## config.mk

```make
export PLATFORM = sky130hd
export DESIGN_NAME = io_engine_scheduler_flat
export DESIGN_NICKNAME = d
export VERILOG_FILES = /design/src/rtl/io_engine_scheduler_if.sv /design/src/rtl/io_engine_scheduler.sv /design/src/flat_wrapper.sv
export SDC_FILE = /design/constraint.sdc
export NUM_CORES = 1
export LEC_CHECK = 0
export BUFFER_PORTS_ARGS = -buffer_cell sky130_fd_sc_hd__buf_2
export CAP_MARGIN = 20
export CORE_ASPECT_RATIO = 0.75
export CORE_MARGIN = 1
export CORE_UTILIZATION = 40
export DETAILED_ROUTE_END_ITERATION = 12
export PLACE_DENSITY = 0.87
export SLEW_MARGIN = 20
export SYNTH_ARGS = -nofsm -noshare
export SYNTH_HDL_FRONTEND = slang
export SYNTH_SLANG_ARGS = --single-unit
```

## constraint.sdc

```tcl
create_clock -name CLOCK_50 -period 3.7 [get_ports CLOCK_50]
set_input_delay 0.925 -clock CLOCK_50 [delete_from_list [all_inputs] [get_ports CLOCK_50]]
set_output_delay 0.925 -clock CLOCK_50 [all_outputs]
set_load 0.01 [all_outputs]
```

## src/rtl/io_engine_scheduler_if.sv

```systemverilog
// Bus between the CPU/engine side and the IO engine scheduler: requests,
// engine handshakes, per-engine RAM ports and the shared RAM port.
interface io_engine_scheduler_if;
    logic [2:0]  req;
    logic [2:0]  done;
    logic [2:0]  eng_en;
    logic [2:0]  eng_ack;
    logic [10:0] addr_w;
    logic [10:0] addr_d;
    logic [10:0] addr_s;
    logic        we_w;
    logic        we_s;
    logic [31:0] data_w;
    logic [31:0] data_s;
    logic [10:0] ram_addr;
    logic [31:0] ram_data;
    logic        ram_we;
    logic        busy;
    logic [1:0]  grant_id;
    logic        timeout_err;
    logic        err_clr;

    modport master (
        output req, eng_ack, addr_w, addr_d, addr_s, we_w, we_s, data_w, data_s, err_clr,
        input  done, eng_en, ram_addr, ram_data, ram_we, busy, grant_id, timeout_err
    );

    modport slave (
        input  req, eng_ack, addr_w, addr_d, addr_s, we_w, we_s, data_w, data_s, err_clr,
        output done, eng_en, ram_addr, ram_data, ram_we, busy, grant_id, timeout_err
    );
endinterface

```

## src/rtl/io_engine_scheduler.sv

```systemverilog
// Round-robin scheduler granting one of three IO engines the shared RAM port,
// with a four-phase done handshake back to the requester and an ACTIVE timeout.
//
// state   | meaning
// IDLE    | no grant; arbitrate among pending requests
// ACTIVE  | engine enabled and owns the RAM port; timer running
// RELEASE | engine disabled; waiting for its ack to fall
// DONE    | done[g] raised; waiting for req[g] to fall
module io_engine_scheduler #(
    parameter int unsigned TIMEOUT_CYCLES = 1023
) (
    input logic                  CLOCK_50,
    input logic                  resetIn,
    io_engine_scheduler_if.slave bus
);
    typedef enum logic [1:0] {
        IDLE    = 2'd0,
        ACTIVE  = 2'd1,
        RELEASE = 2'd2,
        DONE    = 2'd3
    } state_t;

    localparam logic [9:0] TIMER_LAST = 10'(TIMEOUT_CYCLES - 1);
    localparam logic [9:0] TIMER_MAX  = 10'(TIMEOUT_CYCLES);

    state_t     state;
    state_t     nextState;
    logic [1:0] grant;
    logic [1:0] lastGrant;
    logic [1:0] pick;
    logic [2:0] grantHot;
    logic [9:0] timer;
    logic       timeoutErr;
    logic       anyReq;
    logic       ackG;
    logic       reqG;
    logic       timeoutHit;

    assign grantHot   = 3'b001 << grant;
    assign anyReq     = |bus.req;
    assign ackG       = |(bus.eng_ack & grantHot);
    assign reqG       = |(bus.req & grantHot);
    assign timeoutHit = (state == ACTIVE) && !ackG && (timer == TIMER_LAST);

    // Search starts one past the last served engine so nobody starves.
    always_comb begin
        pick = 2'd0;
        case (lastGrant)
            2'd0:    pick = bus.req[1] ? 2'd1 : (bus.req[2] ? 2'd2 : 2'd0);
            2'd1:    pick = bus.req[2] ? 2'd2 : (bus.req[0] ? 2'd0 : 2'd1);
            default: pick = bus.req[0] ? 2'd0 : (bus.req[1] ? 2'd1 : 2'd2);
        endcase
    end

    always_ff @(posedge CLOCK_50 or negedge resetIn) begin
        if (!resetIn) begin
            state <= IDLE;
        end else begin
            state <= nextState;
        end
    end

    always_comb begin
        nextState = state;
        case (state)
            IDLE:    if (anyReq) nextState = ACTIVE;
            ACTIVE:  if (ackG || timeoutHit) nextState = RELEASE;
            RELEASE: if (!ackG) nextState = DONE;
            DONE:    if (!reqG) nextState = IDLE;
            default: nextState = IDLE;
        endcase
    end

    always_ff @(posedge CLOCK_50 or negedge resetIn) begin
        if (!resetIn) begin
            grant      <= 2'd0;
            lastGrant  <= 2'd2;
            timer      <= '0;
            timeoutErr <= 1'b0;
        end else begin
            if (state == IDLE && anyReq) begin
                grant <= pick;
                timer <= '0;
            end else if (state == ACTIVE && timer != TIMER_MAX) begin
                timer <= timer + 10'd1;
            end
            if (state == DONE && !reqG) begin
                lastGrant <= grant;
            end
            if (timeoutHit) begin
                timeoutErr <= 1'b1;
            end else if (bus.err_clr) begin
                timeoutErr <= 1'b0;
            end
        end
    end

    always_comb begin
        bus.eng_en      = (state == ACTIVE) ? grantHot : 3'b000;
        bus.done        = (state == DONE) ? grantHot : 3'b000;
        bus.busy        = (state != IDLE);
        bus.grant_id    = (state == IDLE) ? 2'b11 : grant;
        bus.timeout_err = timeoutErr;
        bus.ram_addr    = '0;
        bus.ram_data    = '0;
        bus.ram_we      = 1'b0;
        // The draw engine only reads, so its data and write enable stay low.
        if (state == ACTIVE) begin
            case (grant)
                2'd0: begin
                    bus.ram_addr = bus.addr_w;
                    bus.ram_data = bus.data_w;
                    bus.ram_we   = bus.we_w;
                end
                2'd1: bus.ram_addr = bus.addr_d;
                2'd2: begin
                    bus.ram_addr = bus.addr_s;
                    bus.ram_data = bus.data_s;
                    bus.ram_we   = bus.we_s;
                end
                default: ;
            endcase
        end
    end
endmodule
```

## src/flat_wrapper.sv

```systemverilog
// flat-port wrapper written by rule: the top's interface ports become plain ports
module io_engine_scheduler_flat 
#(
    parameter int unsigned TIMEOUT_CYCLES = 1023
)
  (CLOCK_50, resetIn, bus_req, bus_eng_ack, bus_addr_w, bus_addr_d, bus_addr_s, bus_we_w, bus_we_s, bus_data_w, bus_data_s, bus_err_clr, bus_done, bus_eng_en, bus_ram_addr, bus_ram_data, bus_ram_we, bus_busy, bus_grant_id, bus_timeout_err);
  io_engine_scheduler_if bus_i ();
  input logic CLOCK_50;
  input logic resetIn;
  input wire logic [$bits(bus_i.req)-1:0] bus_req;
  input wire logic [$bits(bus_i.eng_ack)-1:0] bus_eng_ack;
  input wire logic [$bits(bus_i.addr_w)-1:0] bus_addr_w;
  input wire logic [$bits(bus_i.addr_d)-1:0] bus_addr_d;
  input wire logic [$bits(bus_i.addr_s)-1:0] bus_addr_s;
  input wire logic [$bits(bus_i.we_w)-1:0] bus_we_w;
  input wire logic [$bits(bus_i.we_s)-1:0] bus_we_s;
  input wire logic [$bits(bus_i.data_w)-1:0] bus_data_w;
  input wire logic [$bits(bus_i.data_s)-1:0] bus_data_s;
  input wire logic [$bits(bus_i.err_clr)-1:0] bus_err_clr;
  output wire logic [$bits(bus_i.done)-1:0] bus_done;
  output wire logic [$bits(bus_i.eng_en)-1:0] bus_eng_en;
  output wire logic [$bits(bus_i.ram_addr)-1:0] bus_ram_addr;
  output wire logic [$bits(bus_i.ram_data)-1:0] bus_ram_data;
  output wire logic [$bits(bus_i.ram_we)-1:0] bus_ram_we;
  output wire logic [$bits(bus_i.busy)-1:0] bus_busy;
  output wire logic [$bits(bus_i.grant_id)-1:0] bus_grant_id;
  output wire logic [$bits(bus_i.timeout_err)-1:0] bus_timeout_err;
  assign bus_i.req = bus_req;
  assign bus_i.eng_ack = bus_eng_ack;
  assign bus_i.addr_w = bus_addr_w;
  assign bus_i.addr_d = bus_addr_d;
  assign bus_i.addr_s = bus_addr_s;
  assign bus_i.we_w = bus_we_w;
  assign bus_i.we_s = bus_we_s;
  assign bus_i.data_w = bus_data_w;
  assign bus_i.data_s = bus_data_s;
  assign bus_i.err_clr = bus_err_clr;
  assign bus_done = bus_i.done;
  assign bus_eng_en = bus_i.eng_en;
  assign bus_ram_addr = bus_i.ram_addr;
  assign bus_ram_data = bus_i.ram_data;
  assign bus_ram_we = bus_i.ram_we;
  assign bus_busy = bus_i.busy;
  assign bus_grant_id = bus_i.grant_id;
  assign bus_timeout_err = bus_i.timeout_err;
  io_engine_scheduler #(.TIMEOUT_CYCLES(TIMEOUT_CYCLES)) u_core (.CLOCK_50(CLOCK_50), .resetIn(resetIn), .bus(bus_i));
endmodule
```

Yosys cells after proc, flatten, opt, wreduce, memory -nomap -nowiden. Index checks and enable logic that the tools add are counted.

Output and inout port bits: 54. Register bits: 17. ROM bits: 0. Bits in writable memories: 0. Latch bits: 0. Input bits: 108. Memories kept: 0. Word-level logic and storage cells: 64.

Add/subtract/negate cells: 1. Reductions and logical operators: 18. Shift operators: 1. Multiplexer cells: 25. Bitwise gates (word level): 2. Multiply operators: 0. Order comparisons: 0. Equal/unequal tests: 12. Divide/modulo/power cells: 0.

Operator list (number): one-hot mux 32 bit (2 select lines) (1); one-hot mux 11 bit (3 select lines) (1); 2-to-1 mux 32 bit (1); 2-to-1 mux 10 bit (2); 2-to-1 mux 2 bit (10); 2-to-1 mux 11 bit (1); adder 10 x 1 -> 10 bit, second input constant (1); == test 10 bit, second input constant (1); inequality test 10 bit, second input constant (1); OR reduction 3 bit (3); one-hot mux 2 bit (4 select lines) (1); bitwise AND 3 bit (2); == test 2 x 1 -> 1 bit, second input constant (3); == test 2 bit, second input constant (3); zero test 2 bit (3); 2-to-1 mux 3 bit (2); nonzero test 2 bit (3); logical AND 1 bit (5); 2-to-1 mux 1 bit (4); inequality test 2 x 1 -> 1 bit, second input constant (2); inequality test 2 bit, second input constant (2); one-hot mux 2 bit (2 select lines) (1); AND reduction 4 bit (1); left shift 1 x 2 -> 3 bit, first input constant (1); 3 further kinds (4).

Logic depth before layout (Yosys ltp). Gate-level depths: netlist of run 1.

Depth after elaboration: 9. Gate-level depth with buffers: 7. Depth with buffers taken out: 6.

Worst setup path before layout of run 1. OpenSTA, ideal clock, no wires.

Path type: register to output. Start point: reg u_core.state[1]. End point: out bus_ram_data[22]. Required time: 2.775 ns. Stages on the path, launching flop included: 7. Slack: 1.215 ns. Path buffers: 2. Arrival: 1.560 ns. Cell sequence: dfrtp_1 > inv_1 > ha_1 > and3_2 > buf_2 > clkbuf_1 > a22o_1.

Word-level cells in the longest chain between the ends: 2.

RTL lines: start: declaration (RTL line io_engine_scheduler.sv:26) `state_t state;`; start signal: assignment (RTL line io_engine_scheduler.sv:59) `state <= nextState;`; == test 2 x 1 -> 1 bit (RTL line io_engine_scheduler.sv:108) `if (state == ACTIVE) begin`; 2-to-1 mux 32 bit (RTL line io_engine_scheduler.sv:108); end: declaration (RTL line flat_wrapper.sv:23) `output wire logic [$bits(bus_i.ram_data)-1:0] bus_ram_data;`.

No other way between the ends.

Worst setup path after layout of run 1.
Start point: reg u_core.state[1]. End point: out bus_ram_data[15].

Same word-level chain as after synthesis.

==> results of run 1 <==
==> path summary, 6_finish.rpt <==
check                      slack [ps]                            endpoint  cells past startpoint
hold reg to reg                   520  u_core.bus.timeout_err$_DFFE_PN0P_                      2
setup reg to reg                 1570         u_core.state[1]$_DFFE_PN0P_                      5
min in group asynchronous         590         u_core.timer[6]$_DFFE_PN0P_                      1
hold / removal                    520  u_core.bus.timeout_err$_DFFE_PN0P_                      2
setup / recovery                  350                    bus_ram_data[15]                      7
max in group asynchronous        2800     u_core.lastGrant[1]$_DFFE_PN1P_                      1
==> critical path, delay by kind of cell (launching register included) <==
kind            cells  cell delay [ps]
compound gates      1              160
fa+ha+maj           1              250
flops               1              410
buf+inv             4              840
simple gates        1              520
==> registers in the layout (all words and copies together) (netlist names) <==
signal / cells
u_core.timer: 10
u_core.grant: 2
u_core.lastGrant: 2
u_core.bus.timeout_err: 1
u_core.state: 2
==> routing by layer <==
metal  part of all wire (%)  vias to the layer above
met5                      0                        -
met4                    1.8                        0
met3                    7.3                        9
met2                     52                       89
met1                     39                     1075
li1                       -                     1077
==> final cells by class <==
type	instances	area, um2
clock buffer	4	45.04
fill	384	1500
inverter	9	33.78
multi-input combinational	163	1176
sequential	17	426.7
tap	55	68.82
timing repair buffer	164	828.3
==> power groups by stage <==
stage / Combinational, mW / Sequential (mW) / Clock, mW
3_5_place_dp: 1.07 / 0.283 / 0
3_3_place_gp: 1.05 / 0.280 / 0
5_1_grt: 1.17 / 0.285 / 0.147
6_report: 1.08 / 0.282 / 0.135
2_1_floorplan: 0.741 / 0.262 / 0
4_1_cts: 1.08 / 0.280 / 0.137
==> cells by family after synthesis <==
logic type      after synthesis  share of synthesized area [%]
fa+ha+maj                     6                          4.386
xor+xnor                      4                          2.047
flops                        17                          24.93
simple gates                 64                          18.13
mux                          16                          9.868
buf+inv                      26                          6.725
compound gates               73                          33.92
==> metrics by stage <==
step	hold WS (ps)	area [um2]	setup slack, ps
finish	520.3	2579	349.2
global route	560.3	2579	180.1
CTS	526.3	2579	352.3
detailed placement	514.2	2534	614.4
global placement	512.3	2534	741.8
floorplan	504.0	1712	1215
==> cell usage in the layout, fill, tap and decap left out, drive strengths merged <==
master,n
a211oi,3
a21oi,16
a221oi,1
a22o,33
a22oi,2
a2bb2oi,2
a311oi,1
a31oi,3
a32o,1
a41o,3
and2,5
and2b,1
and3,3
and4,2
buf,164
clkbuf,4
dfrtp,16
dfstp,1
ha,6
inv,9
mux2,4
mux2i,12
nand2,6
nand2b,1
nand3,3
nand4,3
nor2,33
nor2b,1
nor3,4
nor3b,1
o211ai,1
o21ai,3
o221a,1
o31ai,2
o32ai,1
or2,1
xnor2,4
==> key figures, run 1 <==
STA
  • Min Clock Period, post-route: 3351 ps
  • TNS Setup: 0 ps
  • Hold Vio Cnt, Final: 0
  • Worst Tran Pin Value: 695.9 ps
  • Final setup fails: 0
  • Maximum clock rate: 298.4 MHz
  • Max-slew violation count: 0
  • RSZ-0062 raised after global routing: false
  • Crit share post-route: 90.56%
  • Slew Limit Headroom: 53.44%
  • Clock Skews: 3.023 ps

Clock tree
  • Post-CTS Resized: 0
  • Clock sink total: 17
  • Worst-Skew Late Latency: 250 ps
  • H-tree depth: 1
  • Num CTS Buffers: 3
  • Post-CTS setup buffers: 0
  • CTS Root Buffer Type: clkbuf_8
  • Clock transition at path regs: 60 ps
  • CTS tree: built
  • CTS Hold Buffers Added: 0
  • Clock tree buffer depth: 2

Critical path
  • CP peak stage delay: 520 ps
  • CP Data Required Time: 2770 ps
  • Setup crit start kind: register
  • Worst-path cell chain: inv_1, ha_1, inv_1, nor3_4, buf_4, a22o_1, buf_2
  • Max FO, Critical Path: 19
  • Worst flop-to-flop path startpoint: u_core.grant[1]$_DFFE_PN0P_
  • Crit Path Class: register to output pin
  • Type of destination of the critical path: output pin
  • Critical Path Most Common Cell: inv_1
  • CP Launch Point: u_core.state[1]$_DFFE_PN0P_
  • Slowest-stage cell, CP: nor3_4
  • Critical Path AT: 2430 ps

Layout
  • Util after Layout: 63.22%
  • Layout cells sized above 1: 50.14%
  • Fin nets: 472
  • # diodes: 0
  • Non-Filler Instances: 412
  • Synthesis-to-layout area growth: 50.66%

Synthesis
  • Cells after Synth: 206
  • Avg Cell Area, Syn: 8.309 um2
  • Cell area after synthesis: 1712 um2
  • Async S/R FF share, synth: 100.0%
  • Yosys reg bits: 17
  • EDFF count, synth: 0
  • Main synth FF type: dfrtp_1
  • Ys Warns: 0
  • Post-synth top area share: 23.39%
  • Synth area leaders: dfrtp_1 23%, a22o_1 17%, nor2_1 7.2%
  • Post-synth cell types: 45
  • Synth top cells by count: 33 x a22o_1, 33 x nor2_1, 16 x a21oi_1, 16 x dfrtp_1, 12 x mux2i_1
  • Register area share after synthesis: 24.93%
  • Synth Net Count: 320
  • Synth area leader: dfrtp_1

Global route
  • Top Usage Layer GRT: met2
  • Met2 Track Usage GR: 51.58%
  • GRT met1 Usage: 31.09%
  • Total congestion overflow: 0
  • GRT Total Usage: 27.36%
  • GR Util met3: 6.047%
  • Number of global-route vias before repair: 2001
  • First-pass GRT wire length: 9549 um
  • Largest net degree at the start of global routing: 35
  • Initial antenna violation count: 0

Pwr
  • Peak supply drop: 0.4122 mV
  • Switch Pwr: 0.7182 mW
  • Combinational Power Share: 72.2%
  • P per Cell Area: 580.1 nW/um2
  • Leakage: 1.456 nW
  • Reg power frac: 18.8%
  • Final Power: 1.496 mW
  • Internal Power: 0.7778 mW
  • Clock Power Share: 9.0%
  • Sw Share: 48.01%

Routing
  • DRC violations left: 0
  • DR WL/cell: 16.14 um
  • Vias per std cell: 5.461
  • Initial DRC count: 83
  • Post-Route WL: 6650 um
  • Routed Antenna Nets: 0
  • TritonRoute pass-1 iters: 5
  • DR vias: 2250

Placement
  • Placed insts: 408
  • HPWL Detailed: 5457 um
  • Port Buffer Count: 161
  • Placer congestion estimate: 0.8878

Flow run
  • Max-cap violation count: 0

Die
  • Io pins: 162
  • Die area: 4547 um2
  • Die X: 77.54 um
  • Initial core utilization: 41.96%
  • CORE AREA: 4079 um2
  • Core Rows: 20
  • Die Height: 58.65 um

Hold path
  • Min-Delay Startpoint: u_core.bus.timeout_err$_DFFE_PN0P_
  • Worst min-delay path class: register to register

Run status
  • Outcome: completed
Note: power is estimated with default switching activity, not from simulation.
==> run 2, diff against run 1 <==
- CORE_UTILIZATION: 40 -> 37
- CTS_CLUSTER_SIZE: unset -> 8
- GPL_TIMING_DRIVEN: unset -> 1
- PLACE_DENSITY: 0.87 -> 0.81
- clock period: 3.7 -> 3.4 ns (I/O delays scaled with it)
==> run 2 against run 1 <==
  * Non-clock buffer count down 1
  * Setup slack better by 23 ps
  * Cell area down 0.15%
  * Sequential cell count unchanged
==> key figures, run 2 (synthesis gave the netlist of run 1 again) <==
Layout
  • Layout cells sized above 1: 50.28%
  • Commonest cells after routing, fill and taps aside: 161 x buf_2, 33 x nor2_1, 33 x a22o_1, 16 x a21oi_1, 16 x dfrtp_1
  • Max reg flops: 10
  • # diodes: 0
  • Fill cell count: 411
  • Area of the multi-input gates: 1176 um2
  • Fin nets: 471
  • Most common cell after layout, fill and taps aside: buf_2
  • Final instance area: 2575 um2
  • Largest Register: u_core.timer
  • Reg area: 426.7 um2
  • Synthesis-to-layout area growth: 50.44%

Routing
  • Initial DRC count: 105
  • DR vias: 2216
  • TritonRoute pass-1 iters: 4
  • Vias per std cell: 5.366
  • Routed Antenna Nets: 0
  • DR WL/cell: 15.03 um
  • DRC violations left: 0
  • Post-Route WL: 6206 um

Critical path
  • Setup crit start kind: register
  • Critical Path AT: 2180 ps
  • Max FO, Critical Path: 34
  • Crit Path Class: register to output pin
  • Type of destination of the critical path: output pin
  • CP Data Required Time: 2550 ps

STA
  • Final setup fails: 0
  • TNS Setup: 0 ps
  • Slew Limit Headroom: 54.54%
  • Clock Skews: 7.950 ps
  • Worst Tran Pin Value: 679.5 ps
  • Hold Vio Cnt, Final: 0
  • Min Clock Period, post-route: 3027 ps
  • Max-slew violation count: 0
  • Crit share post-route: 89.04%
  • Maximum clock rate: 330.3 MHz
  • Worst hold slack: 504.1 ps
  • Post-route setup slack: 372.6 ps
  • RSZ-0062 raised after global routing: false

Pwr
  • Leakage: 1.454 nW
  • Peak supply drop: 0.4707 mV
  • Reg power frac: 20.9%
  • Internal Power: 0.8366 mW
  • Combinational Power Share: 69.5%
  • Switch Pwr: 0.7683 mW
  • Final Power: 1.605 mW
  • Clock Power Share: 9.6%
  • Sw Share: 47.87%
  • P per Cell Area: 623.3 nW/um2

Clock tree
  • Clock sink total: 17
  • Clock tree buffer depth: 2
  • CTS Root Buffer Type: clkbuf_8
  • CTS tree: built
  • Worst-Skew Late Latency: 260 ps
  • H-tree depth: 1
  • Post-CTS setup buffers: 0
  • Clock transition at path regs: 70 ps
  • Num CTS Buffers: 3
  • CTS Hold Buffers Added: 0
  • Post-CTS Resized: 0

Hold path
  • Worst min-delay path class: primary input to asynchronous set/reset pin

Global route
  • GRT Total Usage: 23.36%
  • Largest net degree at the start of global routing: 35
  • Initial antenna violation count: 0
  • Total congestion overflow: 0
  • Number of global-route vias before repair: 1749
  • First-pass GRT wire length: 8528 um

Placement
  • DP Worst Slack: 674.7 ps
  • HPWL Detailed: 4990 um
  • Placer congestion estimate: 0.8298
  • Port Buffer Count: 161
  • Placed Area: 2529 um2

Die
  • Die X: 80.54 um
  • Die area: 4905 um2
  • Io pins: 162
  • Initial core utilization: 38.55%
  • CORE AREA: 4441 um2
  • Core Rows: 21
  • Die Height: 60.91 um

Run status
  • Outcome: completed

Flow run
  • Max-cap violation count: 0
## run 2: changes by cell type in the layout (fill, tap and decap cells not counted), sizes merged
cell    change
buf         -1
clkbuf      -1
clkinv      +1
## run 2: layer usage
metal	routed length [um]	vias up	global-route usage (%)
met1	2620	1025	32.75
met4	87	0	7.653
li1	-	1072	-
met2	2855	110	36.08
met5	0	-	0
met3	643	9	4.962
## run 2: critical path, stage by stage (launching register included)
cell and delay [ps]:
dfrtp_1 420, inv_1 90, ha_1 250, inv_1 290
nor3_4 200, buf_4 330, a22o_1 200, buf_2 130
## run 2: through the flow
step | utilization, % | instances
5_1_grt | 57.99 | 413
3_3_place_gp | 56.95 | 409
6_report | 57.99 | 413
4_1_cts | 57.99 | 413
3_5_place_dp | 56.95 | 409
2_1_floorplan | - | 206
## run 2: cell type report
| cell class | instances | area share [%] |
|---|---|---|
| timing repair buffer | 163 | 31.88 |
| sequential | 17 | 16.57 |
| inverter | 9 | 1.312 |
| tap | 57 | 2.770 |
| clock buffer | 3 | 1.603 |
| multi-input combinational | 163 | 45.68 |
| clock inverter | 1 | 0.1944 |
## run 2: power groups by stage
stage	logic [mW]	clock network [mW]	registers [mW]
finish	1.12	0.154	0.336
CTS	1.12	0.157	0.333
global placement	1.10	0	0.333
floorplan	0.806	0	0.286
detailed placement	1.11	0	0.337
global route	1.23	0.163	0.345
## run 2: final timing paths
path / startpoint / endpoint / slack, ps / depth (start not counted)
worst max-delay path: u_core.state[1]$_DFFE_PN0P_ / bus_ram_data[6] / 370 / 7
worst min-delay path: resetIn / u_core.timer[2]$_DFFE_PN0P_ / 500 / 1
worst max register to register: u_core.state[0]$_DFFE_PN0P_ / u_core.timer[7]$_DFFE_PN0P_ / 1410 / 6
worst min register to register: u_core.bus.timeout_err$_DFFE_PN0P_ / u_core.bus.timeout_err$_DFFE_PN0P_ / 520 / 2
max in group asynchronous: resetIn / u_core.lastGrant[1]$_DFFE_PN1P_ / 2570 / 1
min in group CLOCK_50: u_core.bus.timeout_err$_DFFE_PN0P_ / u_core.bus.timeout_err$_DFFE_PN0P_ / 520 / 2
==> run 3, diff against run 2 <==
- CORE_UTILIZATION: 37 -> 38
- CTS_BUF_LIST: unset -> sky130_fd_sc_hd__clkbuf_4
- PLACE_DENSITY: 0.81 -> 0.83
==> run 3 against run 2 <==
  * First-iteration DRC count rose by 11%
  * Die area fell by 2.6%
  * Worst hold slack got worse by 49 ps
  * Core utilization rose by 3.4 points
  * Largest power group unchanged
  * Largest cell class unchanged
  * Register-to-register slack got worse by 150 ps
==> key figures, run 3 (synthesis gave the netlist of run 1 again) <==
Clock tree
  • Clock sink total: 17
  • Post-CTS setup buffers: 0
  • Clock tree buffer depth: 2
  • CTS tree: built
  • Worst-Skew Late Latency: 300 ps
  • Clock transition at path regs: 100 ps
  • CTS Root Buffer Type: clkbuf_4
  • Post-CTS Resized: 0
  • Num CTS Buffers: 3
  • H-tree depth: 1
  • CTS Hold Buffers Added: 0

STA
  • Worst Tran Pin Value: 745.2 ps
  • Maximum clock rate: 324.9 MHz
  • Crit share post-route: 90.53%
  • TNS Setup: 0 ps
  • RSZ-0062 raised after global routing: false
  • Slew Limit Headroom: 50.14%
  • Post-route setup slack: 322.1 ps
  • Clock Skews: 10.59 ps
  • Max-slew violation count: 0
  • Hold Vio Cnt, Final: 0
  • Min Clock Period, post-route: 3078 ps
  • Final setup fails: 0

Critical path
  • CP Depth: 7
  • Worst-path cell chain: inv_1, ha_1, inv_1, nor3_4, buf_4, a22o_1, buf_2
  • Type of destination of the critical path: output pin
  • Max FO, Critical Path: 34
  • R2R depth: 4
  • CP Data Required Time: 2550 ps
  • CP Launch Point: u_core.state[1]$_DFFE_PN0P_
  • Critical Path AT: 2230 ps
  • Worst flop-to-flop path startpoint: u_core.grant[1]$_DFFE_PN0P_
  • Critical Path Most Common Cell: inv_1
  • Crit Path Class: register to output pin
  • Setup crit start kind: register
  • CP peak stage delay: 420 ps
  • Slowest-stage cell, CP: dfrtp_1
  • CP Buf/Inv Count: 4
  • Top cell family by delay on the critical path: buffers and inverters

Layout
  • Layout cells sized above 1: 50.42%
  • Fin nets: 472
  • Area of the multi-input gates: 1176 um2
  • Reg area: 426.7 um2
  • Largest Register: u_core.timer
  • Synthesis-to-layout area growth: 49.93%
  • Most common cell after layout, fill and taps aside: buf_2
  • Max reg flops: 10
  • Util after Layout: 61.41%
  • Commonest cells after routing, fill and taps aside: 161 x buf_2, 33 x nor2_1, 33 x a22o_1, 16 x a21oi_1, 16 x dfrtp_1
  • Fill cell count: 384

Die
  • CORE AREA: 4179 um2
  • Die Height: 60.12 um
  • Initial core utilization: 40.96%
  • Core Rows: 20
  • Die X: 79.50 um
  • Io pins: 162
  • Die area: 4779 um2

Flow run
  • Max-cap violation count: 0

Global route
  • Number of global-route vias before repair: 1929
  • Largest net degree at the start of global routing: 35
  • Initial antenna violation count: 0
  • GRT Total Usage: 23.83%
  • First-pass GRT wire length: 8769 um
  • Total congestion overflow: 0

Pwr
  • Peak supply drop: 0.3468 mV
  • P per Cell Area: 619.3 nW/um2
  • Final Power: 1.589 mW
  • Leakage: 1.452 nW

Placement
  • Port Buffer Count: 161
  • HPWL Detailed: 5097 um
  • DP Worst Slack: 653.9 ps
  • Placer congestion estimate: 0.8780

Routing
  • Post-Route WL: 6358 um
  • DR vias: 2241
  • DR WL/cell: 15.39 um
  • Routed Antenna Nets: 0
  • TritonRoute pass-1 iters: 4
  • DRC violations left: 0
  • Initial DRC count: 117
  • Vias per std cell: 5.426

Run status
  • Outcome: completed

Hold path
  • Worst min-delay path class: primary input to asynchronous set/reset pin
==> run 3: per-stage QoR <==
step	hold WS [ps]	cell area [um2]	instances
after floorplan	504.0	1712	206
after global placement	507.9	2534	408
after detailed placement	520.3	2534	408
after CTS	460.4	2564	412
after global routing	465.2	2564	412
final	455.1	2566	413
==> run 3: layer usage <==
layer  vias to the layer above  GRT usage, %  wire length [um]
met5                         -             0                 0
met4                         0         8.052               124
met3                        12         4.733               475
met2                        92         41.15              3124
met1                      1060         29.86              2634
li1                       1077             -                 -
==> run 3: final cells by class <==
type	count	share of cell area [%]
multi-input combinational	163	45.83
timing repair buffer	164	32.28
sequential	17	16.63
tap	55	2.682
inverter	9	1.316
clock buffer	4	1.170
antenna	1	0.09751
==> run 3: worst register-to-register path, stage by stage (launching register included) <==
cell,delay (ps)
dfrtp_1,760
mux2_4,380
a32o_1,270
a211oi_2,250
mux2_1,350
==> run 3: final timing paths <==
kind                                                       to  slack [ps]
hold / removal                    u_core.timer[4]$_DFFE_PN0P_         460
hold reg to reg            u_core.bus.timeout_err$_DFFE_PN0P_         530
setup / recovery                              bus_ram_data[0]         320
max in group asynchronous     u_core.lastGrant[1]$_DFFE_PN1P_        2620
setup reg to reg                  u_core.state[1]$_DFFE_PN0P_        1260
min in group CLOCK_50      u_core.bus.timeout_err$_DFFE_PN0P_         530
==> run 3: where the power goes <==
group,switching [mW],internal [mW]
combinational,0.641,0.509
clock,0.0644,0.0537
sequential,0.0673,0.254
total,0.773,0.816
